===== src/rtl/mem_arbiter_pkg.sv =====
// Shared constants for the two-requester memory arbiter: FSM encoding and requester indices.
package mem_arbiter_pkg;

  localparam logic [1:0] ST_IDLE = 2'd0;
  localparam logic [1:0] ST_OWN0 = 2'd1;
  localparam logic [1:0] ST_OWN1 = 2'd2;

  localparam logic REQ0 = 1'b0;
  localparam logic REQ1 = 1'b1;

endpackage


===== src/rtl/mem_arbiter_rr_select.sv =====
// Round-robin pick between two requesters; rr names the requester favoured on a tie.
module rr_select
  import mem_arbiter_pkg::*;
(
  input  logic req0,
  input  logic req1,
  input  logic rr,
  output logic sel0,
  output logic sel1
);

  assign sel0 = req0 & (~req1 | (rr == REQ0));
  assign sel1 = req1 & (~req0 | (rr == REQ1));

endmodule


===== src/rtl/mem_arbiter.sv =====
// Two-port arbiter in front of a single-port synchronous RAM with lockable ownership.
//   state   | meaning
//   IDLE    | no owner, round-robin between requesters
//   OWN0    | CPU holds the port, aux stalls
//   OWN1    | aux holds the port, CPU stalls
module mem_arbiter
  import mem_arbiter_pkg::*;
#(
  parameter int DATA_WIDTH = 32,
  parameter int ADDR_WIDTH = 32,
  parameter int LOCK_MAX   = 8
) (
  input  logic                  clk,
  input  logic                  rst,
  input  logic                  req0,
  input  logic                  req1,
  input  logic                  we0,
  input  logic                  we1,
  input  logic                  lock0,
  input  logic                  lock1,
  input  logic [ADDR_WIDTH-1:0] addr0,
  input  logic [ADDR_WIDTH-1:0] addr1,
  input  logic [DATA_WIDTH-1:0] wdata0,
  input  logic [DATA_WIDTH-1:0] wdata1,
  output logic                  gnt0,
  output logic                  gnt1,
  output logic                  rvalid0,
  output logic                  rvalid1,
  output logic [DATA_WIDTH-1:0] rdata,
  output logic [ADDR_WIDTH-1:0] mem_address,
  output logic [DATA_WIDTH-1:0] mem_data,
  output logic                  mem_wren,
  input  logic [DATA_WIDTH-1:0] mem_q,
  output logic                  stall0
);

  localparam int CNT_W = $clog2(LOCK_MAX + 1);
  localparam logic [CNT_W-1:0] LOCK_MAX_C = CNT_W'(LOCK_MAX);
  localparam logic [CNT_W-1:0] CNT_ONE    = CNT_W'(1);

  logic [1:0]       state_q, state_d;
  logic             rr_q, rr_d;
  logic [CNT_W-1:0] lock_cnt_q, lock_cnt_d;
  logic [CNT_W-1:0] lock_cnt_inc;
  logic             rvalid0_q, rvalid0_d;
  logic             rvalid1_q, rvalid1_d;
  logic             sel0, sel1;
  logic             g0, g1;

  rr_select u_rr_select (
    .req0 (req0),
    .req1 (req1),
    .rr   (rr_q),
    .sel0 (sel0),
    .sel1 (sel1)
  );

  always_comb begin
    g0 = 1'b0;
    g1 = 1'b0;
    case (state_q)
      ST_IDLE: begin
        g0 = sel0;
        g1 = sel1;
      end
      ST_OWN0: g0 = req0;
      ST_OWN1: g1 = req1;
      default: ;
    endcase
    if (rst) begin
      g0 = 1'b0;
      g1 = 1'b0;
    end
  end

  assign lock_cnt_inc = lock_cnt_q + CNT_ONE;

  // The grant that takes ownership is the first of the LOCK_MAX locked grants.
  always_comb begin
    state_d    = state_q;
    rr_d       = rr_q;
    lock_cnt_d = lock_cnt_q;
    if (g0) rr_d = REQ1;
    if (g1) rr_d = REQ0;
    case (state_q)
      ST_IDLE: begin
        if (g0 && lock0 && (LOCK_MAX > 1)) begin
          state_d    = ST_OWN0;
          lock_cnt_d = CNT_ONE;
        end else if (g1 && lock1 && (LOCK_MAX > 1)) begin
          state_d    = ST_OWN1;
          lock_cnt_d = CNT_ONE;
        end
      end
      ST_OWN0: begin
        if (!req0 || !lock0 || (lock_cnt_inc >= LOCK_MAX_C)) begin
          state_d    = ST_IDLE;
          lock_cnt_d = '0;
        end else begin
          lock_cnt_d = lock_cnt_inc;
        end
      end
      ST_OWN1: begin
        if (!req1 || !lock1 || (lock_cnt_inc >= LOCK_MAX_C)) begin
          state_d    = ST_IDLE;
          lock_cnt_d = '0;
        end else begin
          lock_cnt_d = lock_cnt_inc;
        end
      end
      default: begin
        state_d    = ST_IDLE;
        lock_cnt_d = '0;
      end
    endcase
  end

  assign rvalid0_d = g0 & ~we0;
  assign rvalid1_d = g1 & ~we1;

  always_ff @(posedge clk or posedge rst) begin
    if (rst) begin
      state_q    <= ST_IDLE;
      rr_q       <= REQ0;
      lock_cnt_q <= '0;
      rvalid0_q  <= 1'b0;
      rvalid1_q  <= 1'b0;
    end else begin
      state_q    <= state_d;
      rr_q       <= rr_d;
      lock_cnt_q <= lock_cnt_d;
      rvalid0_q  <= rvalid0_d;
      rvalid1_q  <= rvalid1_d;
    end
  end

  assign gnt0        = g0;
  assign gnt1        = g1;
  assign stall0      = req0 & ~g0;
  assign mem_address = g1 ? addr1 : addr0;
  assign mem_data    = g1 ? wdata1 : wdata0;
  assign mem_wren    = (g0 & we0) | (g1 & we1);
  assign rvalid0     = rvalid0_q;
  assign rvalid1     = rvalid1_q;
  assign rdata       = mem_q;

endmodule


===== config.mk =====
export PLATFORM = sky130hd
export DESIGN_NAME = mem_arbiter
export DESIGN_NICKNAME = d
export VERILOG_FILES = /design/src/rtl/mem_arbiter_pkg.sv /design/src/rtl/mem_arbiter_rr_select.sv /design/src/rtl/mem_arbiter.sv
export SDC_FILE = /design/constraint.sdc
export NUM_CORES = 1
export LEC_CHECK = 0
export ABC_AREA = 0
export BUFFER_PORTS_ARGS = -buffer_cell sky130_fd_sc_hd__buf_2
export CAP_MARGIN = 0
export CORE_AREA = 2 2 106 108
export DETAILED_ROUTE_END_ITERATION = 8
export DIE_AREA = 0 0 108 110
export GPL_TIMING_DRIVEN = 0
export PLACE_DENSITY = 0.53
export SLEW_MARGIN = 20
export SYNTH_ARGS = -nofsm -noshare
export SYNTH_HDL_FRONTEND = slang
export SYNTH_SLANG_ARGS = --single-unit

===== constraint.sdc =====
create_clock -name clk -period 3.3 [get_ports clk]
set_clock_uncertainty 0.15 [all_clocks]
set_input_delay 0.495 -clock clk [delete_from_list [all_inputs] [get_ports clk]]
set_output_delay 0.495 -clock clk [all_outputs]
set_load 0.01 [all_outputs]

=== After elaboration in Yosys (flattened, before gate mapping) ===
Index checks and enable logic that the tools add are counted.

* Shift operators: 0
* Div/mod/pow operators: 0
* $lt $le $gt $ge: 1
* Eq/ne operators: 5
* Add/sub/neg operators: 1
* Multiplexer cells: 18
* Bitwise operators: 16
* Multipliers: 0
* Reduce and logical (&&, ||, !) cells: 13

{| class="wikitable"
|+ Operators with widths
! cell !! count
|-
| 32-bit two-way mux || 2
|-
| 4-bit two-way mux || 4
|-
| 4-bit one-hot mux with 3 select lines || 1
|-
| 2-bit two-way mux || 4
|-
| 1-bit AND || 7
|-
| 1-bit NOT || 6
|-
| 2-bit one-hot mux with 3 select lines || 1
|-
| 4-bit by 1-bit adder with 4-bit output (second input constant) || 1
|-
| 4-bit greater-or-equal comparator (second input constant) || 1
|-
| 1-bit logical NOT || 4
|-
| 1-bit logical OR || 4
|-
| 1-bit two-way mux || 4
|-
| 2-bit != test (second input constant) || 2
|-
| 1-bit one-hot mux with 2 select lines || 2
|-
| 3-bit != test (second input constant) || 1
|-
| 1-bit OR || 3
|-
| 3-bit AND reduction || 1
|-
| 2-bit by 1-bit == test with 1-bit output (second input constant) || 1
|-
| 2-bit == test (second input constant) || 1
|-
| 1-bit logical AND || 2
|-
| 2-bit logical NOT || 1
|-
| 2-bit nonzero test || 1
|}

* Flip-flop bits (word level): 9
* Output and inout bits: 102
* Memory bits (writable): 0
* Bits in read-only memories: 0
* Memories kept: 0
* Latch bits: 0
* Input port bits: 168
* Word-level logic and storage cells: 59

=== Logic depth before layout (Yosys ltp) ===
* Depth in word-level cells: 9
* Gate-level depth with buffers: 8
* Mapped depth without buffers: 5

=== Cells and area by module ===
From an unflattened synthesis, not the netlist that was laid out.

* Cell total of the unflattened synthesis: 285
* Area, all modules: 1524.0 µm²

{| class="wikitable"
|+ By module, submodules not included
! module !! area each (µm²) !! cells an instance !! sequential area each (µm²) !! times used
|-
| mem_arbiter || 1505.2 || 282 || 225.2 || 1
|-
| rr_select || 18.8 || 3 || 0.0 || 1
|}

=== Least setup slack after synthesis ===
OpenSTA, ideal clock, no wires.

* Path type: reg-to-output
* Start point: register state_q[0]
* End point: output port mem_data[10]
* Setup slack: 1.136 ns
* Arrival time: 1.519 ns
* Path buffers: 3
* Required time: 2.655 ns
* Cell stages (with the launch flop): 9
* Cells stage by stage: dfrtp_1 > buf_6 > nand2b_1 > or3_4 > inv_4 > buf_4 > buf_4 > nand2_1 > nand2_1

* Cells in the longest elaborated chain, start to end: 4
* Elaborated cells on any way between the ends: 5
* Those cells by class: eq/ne (1); mux (3); reduce/logical (1)

{| class="wikitable"
|+ RTL lines
! what !! line !! source
|-
| start, declared || mem_arbiter.sv:41 || <nowiki>logic [1:0] state_q, state_d;</nowiki>
|-
| start signal, assigned || mem_arbiter.sv:129 || <nowiki>state_q <= state_d;</nowiki>
|-
| 2-bit == test / 2-bit logical NOT (equally long branches) || mem_arbiter.sv:61 || <nowiki>case (state_q)</nowiki>
|-
| 1-bit one-hot mux with 2 select lines * || mem_arbiter.sv:61 ||
|-
| 1-bit two-way mux * || mem_arbiter.sv:70 || <nowiki>if (rst) begin</nowiki>
|-
| 32-bit two-way mux * || mem_arbiter.sv:141 || <nowiki>assign mem_data = g1 ? wdata1 : wdata0;</nowiki>
|-
| end, declared || mem_arbiter.sv:31 || <nowiki>output logic [DATA_WIDTH-1:0] mem_data,</nowiki>
|}

Every way passes the cells marked *; elsewhere a longest branch is shown, timed or not.

=== Final worst setup path ===
* Start point: register state_q[0]
* End point: output port mem_data[3]

The elaborated chain is that of the path after synthesis.

==> insert_results.sql <==
INSERT INTO impl_metrics (metric_group, metric, value, unit) VALUES
('outcome', 'run_status', 'finished, final reports clean', ''),
('pwr', 'total_switching_power', '276.8', 'µW'),
('clock_network', 'cts_buffer_count', '3', ''),
('placement', 'post-place-ws', '726.1', 'ps'),
('timing', 'rsz0062_at_grt', 'false', ''),
('worst_setup_path', 'crit_fanout', '10', ''),
('clock_network', 'cts.clk_slew.worst_paths', '50', 'ps'),
('timing', 'timing.final.ws_setup', '603.7', 'ps'),
('synthesis', 'postSynthRegisterBits', '9', ''),
('synthesis', 'synth_seq_area_share', '0.1459', ''),
('placement', 'placement.io_buffers', '237', ''),
('synthesis', 'postSynthNetCount', '453', ''),
('pwr', 'cell_internal_power', '417.1', 'µW'),
('timing', 'slew_headroom', '0.7174', ''),
('cells_and_area', 'design.final.nets', '695', ''),
('routing', 'drtIter0Drc', '39', ''),
('grt', 'first_global_vias', '2097', ''),
('timing', 'timing.final.max_slew_violations', '0', ''),
('worst_setup_path', 'cp_cell_sequence', 'buf_6 -> nand2b_1 -> or3_4 -> inv_4 -> buf_4 -> buf_4 -> nand2_1 -> nand2_1 -> buf_2', ''),
('worst_setup_path', 'cp_num_buf_inv', '5', ''),
('hold_path', 'hold_path_class', 'input port to asynchronous set/reset pin', ''),
('timing', 'finalHoldWorstSlack', '83.04', 'ps'),
('synthesis', 'mean_cell_area_of_the_mapped_netlist', '5.437', 'µm²'),
('placement', 'dp_hpwl', '5818', 'µm'),
('routing', 'route.detailed.drc', '0', ''),
('worst_setup_path', 'launching_point_of_the_worst_reg2reg_path', 'state_q[0]', ''),
('grt', 'antenna_found_initial', '0', ''),
('synthesis', 'netlist-cell-type-count', '28', ''),
('floorplanning', 'core_region_area', '10700', 'µm²'),
('routing', 'detail_route.wirelength', '6681', 'µm'),
('synthesis', 'post_synth_instance_area', '1544', 'µm²'),
('worst_setup_path', 'timing.critical_path.to_type', 'output pin', ''),
('synthesis', 'synth_area_leaders', 'sky130_fd_sc_hd__nand2_1 47%, sky130_fd_sc_hd__buf_4 17%, sky130_fd_sc_hd__dfrtp_1 15%', ''),
('pwr', 'fraction_of_power_consumed_by_the_clock_network', '0.194', ''),
('cells_and_area', 'fillCellCount', '1212', ''),
('floorplanning', 'floorplan.rows', '38', ''),
('routing', 'vias', '2541', ''),
('timing', 'final.setup.tns', '0', 'ps'),
('clock_network', 'clock-root-buffer', 'sky130_fd_sc_hd__clkbuf_8', ''),
('worst_setup_path', 'critical-path-slowest-cell', 'sky130_fd_sc_hd__or3_4', ''),
('timing', 'timing.final.crit_share', '0.8171', ''),
('floorplanning', 'chip_height', '110', 'µm'),
('worst_setup_path', 'ff2ff_setup_slack', '1460', 'ps'),
('timing', 'worst_slew_pin_slew', '423.9', 'ps'),
('cells_and_area', 'num_antenna_cells', '0', ''),
('clock_network', 'clk_path_buf_depth', '2', ''),
('pwr', 'pwr-share-comb', '0.619', ''),
('pwr', 'static_leakage', '1.958', 'nW'),
('grt', 'grt_busiest_layer', 'met2', ''),
('routing', 'antenna_violating_nets_post_route', '0', ''),
('worst_setup_path', 'max_stage_delay', '390', 'ps'),
('pwr', 'power', '694.0', 'µW'),
('floorplanning', 'die_w', '108', 'µm'),
('floorplanning', 'initial_core_util', '0.1443', ''),
('worst_setup_path', 'length_in_cells_of_the_worst_reg_to_reg_path', '6', ''),
('clock_network', 'cts_tree', 'done', ''),
('worst_setup_path', 'crit_required', '2650', 'ps'),
('grt', 'met3_layer_usage_reported_by_global_route', '0.007643', ''),
('pwr', 'sw_frac_of_total', '0.3989', ''),
('placement', 'gp_congestion', '0.8094', ''),
('grt', 'grt_start_max_net_pins', '11', ''),
('grt', 'grtUsageMet1', '0.1057', ''),
('worst_setup_path', 'crit_arrival', '2050', 'ps'),
('worst_setup_path', 'worst_r2r_endpoint', 'lock_cnt_q[2]', ''),
('pwr', 'power_density', '235.1', 'nW/µm²'),
('cells_and_area', 'drive_gt1_frac', '0.5543', ''),
('routing', 'wl_per_cell', '10.05', 'µm'),
('grt', 'first_pass_grt_wire_length', '9149', 'µm'),
('synthesis', 'yosysWarningCount', '0', ''),
('pwr', 'vdd_drop_max', '0.2334', 'mV'),
('timing', 'setup_viol', '0', '');
-- routing by layer --
metal,vias up,wire (µm)
met1,1079,2510
met4,0,35
met5,-,0
met3,3,596
li1,1327,-
met2,132,3539
-- how the worst max path moves through the flow --
stage,startpoint,endpoint,slack [ps],cells after the start
3_5_place_dp,req0,mem_data[9],730,9
3_3_place_gp,req0,mem_data[9],740,9
5_1_grt,state_q[1],mem_data[2],430,8
2_1_floorplan,state_q[0],mem_data[10],1140,8
4_1_cts,state_q[0],mem_data[9],540,9
6_report,state_q[0],mem_data[3],600,9
-- power by group through the flow --
stage / clock network [mW] / registers (mW) / logic, mW
2_1_floorplan: 0 / 0.129 / 0.229
3_3_place_gp: 0 / 0.131 / 0.432
3_5_place_dp: 0 / 0.132 / 0.436
4_1_cts: 0.136 / 0.130 / 0.437
5_1_grt: 0.143 / 0.131 / 0.482
6_report: 0.135 / 0.130 / 0.430
-- sequential cells by signal (all words and copies together) (netlist names) --
register    cells
lock_cnt_q      4
rr_q            1
rvalid0         1
rvalid1         1
state_q         2
-- cell usage after synthesis --
| library cell | n |
|---|---|
| sky130_fd_sc_hd__nor3_1 | 1 |
| sky130_fd_sc_hd__and4_1 | 1 |
| sky130_fd_sc_hd__nor2_1 | 5 |
| sky130_fd_sc_hd__nand2b_1 | 1 |
| sky130_fd_sc_hd__inv_4 | 1 |
| sky130_fd_sc_hd__a32o_1 | 2 |
| sky130_fd_sc_hd__a221o_1 | 1 |
| sky130_fd_sc_hd__nor3b_1 | 2 |
| sky130_fd_sc_hd__and2_1 | 1 |
| sky130_fd_sc_hd__nand4b_1 | 1 |
| sky130_fd_sc_hd__a22o_1 | 3 |
| sky130_fd_sc_hd__nor2b_1 | 3 |
| sky130_fd_sc_hd__buf_6 | 1 |
| sky130_fd_sc_hd__buf_2 | 11 |
| sky130_fd_sc_hd__ha_1 | 1 |
| sky130_fd_sc_hd__o21a_1 | 2 |
| sky130_fd_sc_hd__a211o_1 | 1 |
| sky130_fd_sc_hd__nor4b_1 | 1 |
| sky130_fd_sc_hd__or3_4 | 1 |
| sky130_fd_sc_hd__clkbuf_1 | 1 |
| sky130_fd_sc_hd__buf_4 | 35 |
| sky130_fd_sc_hd__dfrtp_1 | 9 |
| sky130_fd_sc_hd__a2111oi_4 | 1 |
| sky130_fd_sc_hd__xnor2_1 | 1 |
| sky130_fd_sc_hd__nand3_1 | 2 |
| sky130_fd_sc_hd__inv_1 | 1 |
| sky130_fd_sc_hd__nand2_1 | 193 |
| sky130_fd_sc_hd__a21oi_1 | 1 |
-- kinds of logic after synthesis --
logic type	count (synthesis)	synth area share
adder cells (fa/ha/maj)	1	0.008102
AO/OA/AOI/OAI	11	0.07293
AND/OR/NAND/NOR	212	0.5454
XOR/XNOR	1	0.005674
buffers and inverters	50	0.2220
flip-flops	9	0.1459
-- stage by stage --
| step | instances | utilization | cell area [µm²] |
|---|---|---|---|
| final | 665 | 0.2759 | 2952 |
| after global routing | 665 | 0.2759 | 2952 |
| after detailed placement | 661 | 0.2716 | 2905 |
| after global placement | 661 | 0.2716 | 2905 |
| after CTS | 665 | 0.2759 | 2952 |
| after floorplan | 284 | - | 1544 |
-- cell usage in the layout, fill, tap and decap left out, types with 3 or more instances in the layout --
cell type	n
sky130_fd_sc_hd__a22o_1	3
sky130_fd_sc_hd__buf_2	248
sky130_fd_sc_hd__buf_4	35
sky130_fd_sc_hd__clkbuf_8	3
sky130_fd_sc_hd__dfrtp_1	9
sky130_fd_sc_hd__nand2_1	193
sky130_fd_sc_hd__nor2_1	5
sky130_fd_sc_hd__nor2b_1	3
-- area by class of cell --
cell class                 instances  area [µm²]  share of cell area
timing repair buffer             237        1186              0.4019
multi-input combinational        225       975.9              0.3306
buffer                            48       332.8              0.1128
sequential                         9       225.2             0.07630
tap                              140       175.2             0.05935
clock buffer                       3       41.29             0.01399
inverter                           2       10.01            0.003391
clock inverter                     1       5.005            0.001696
Power figures use the tool's default switching activity.
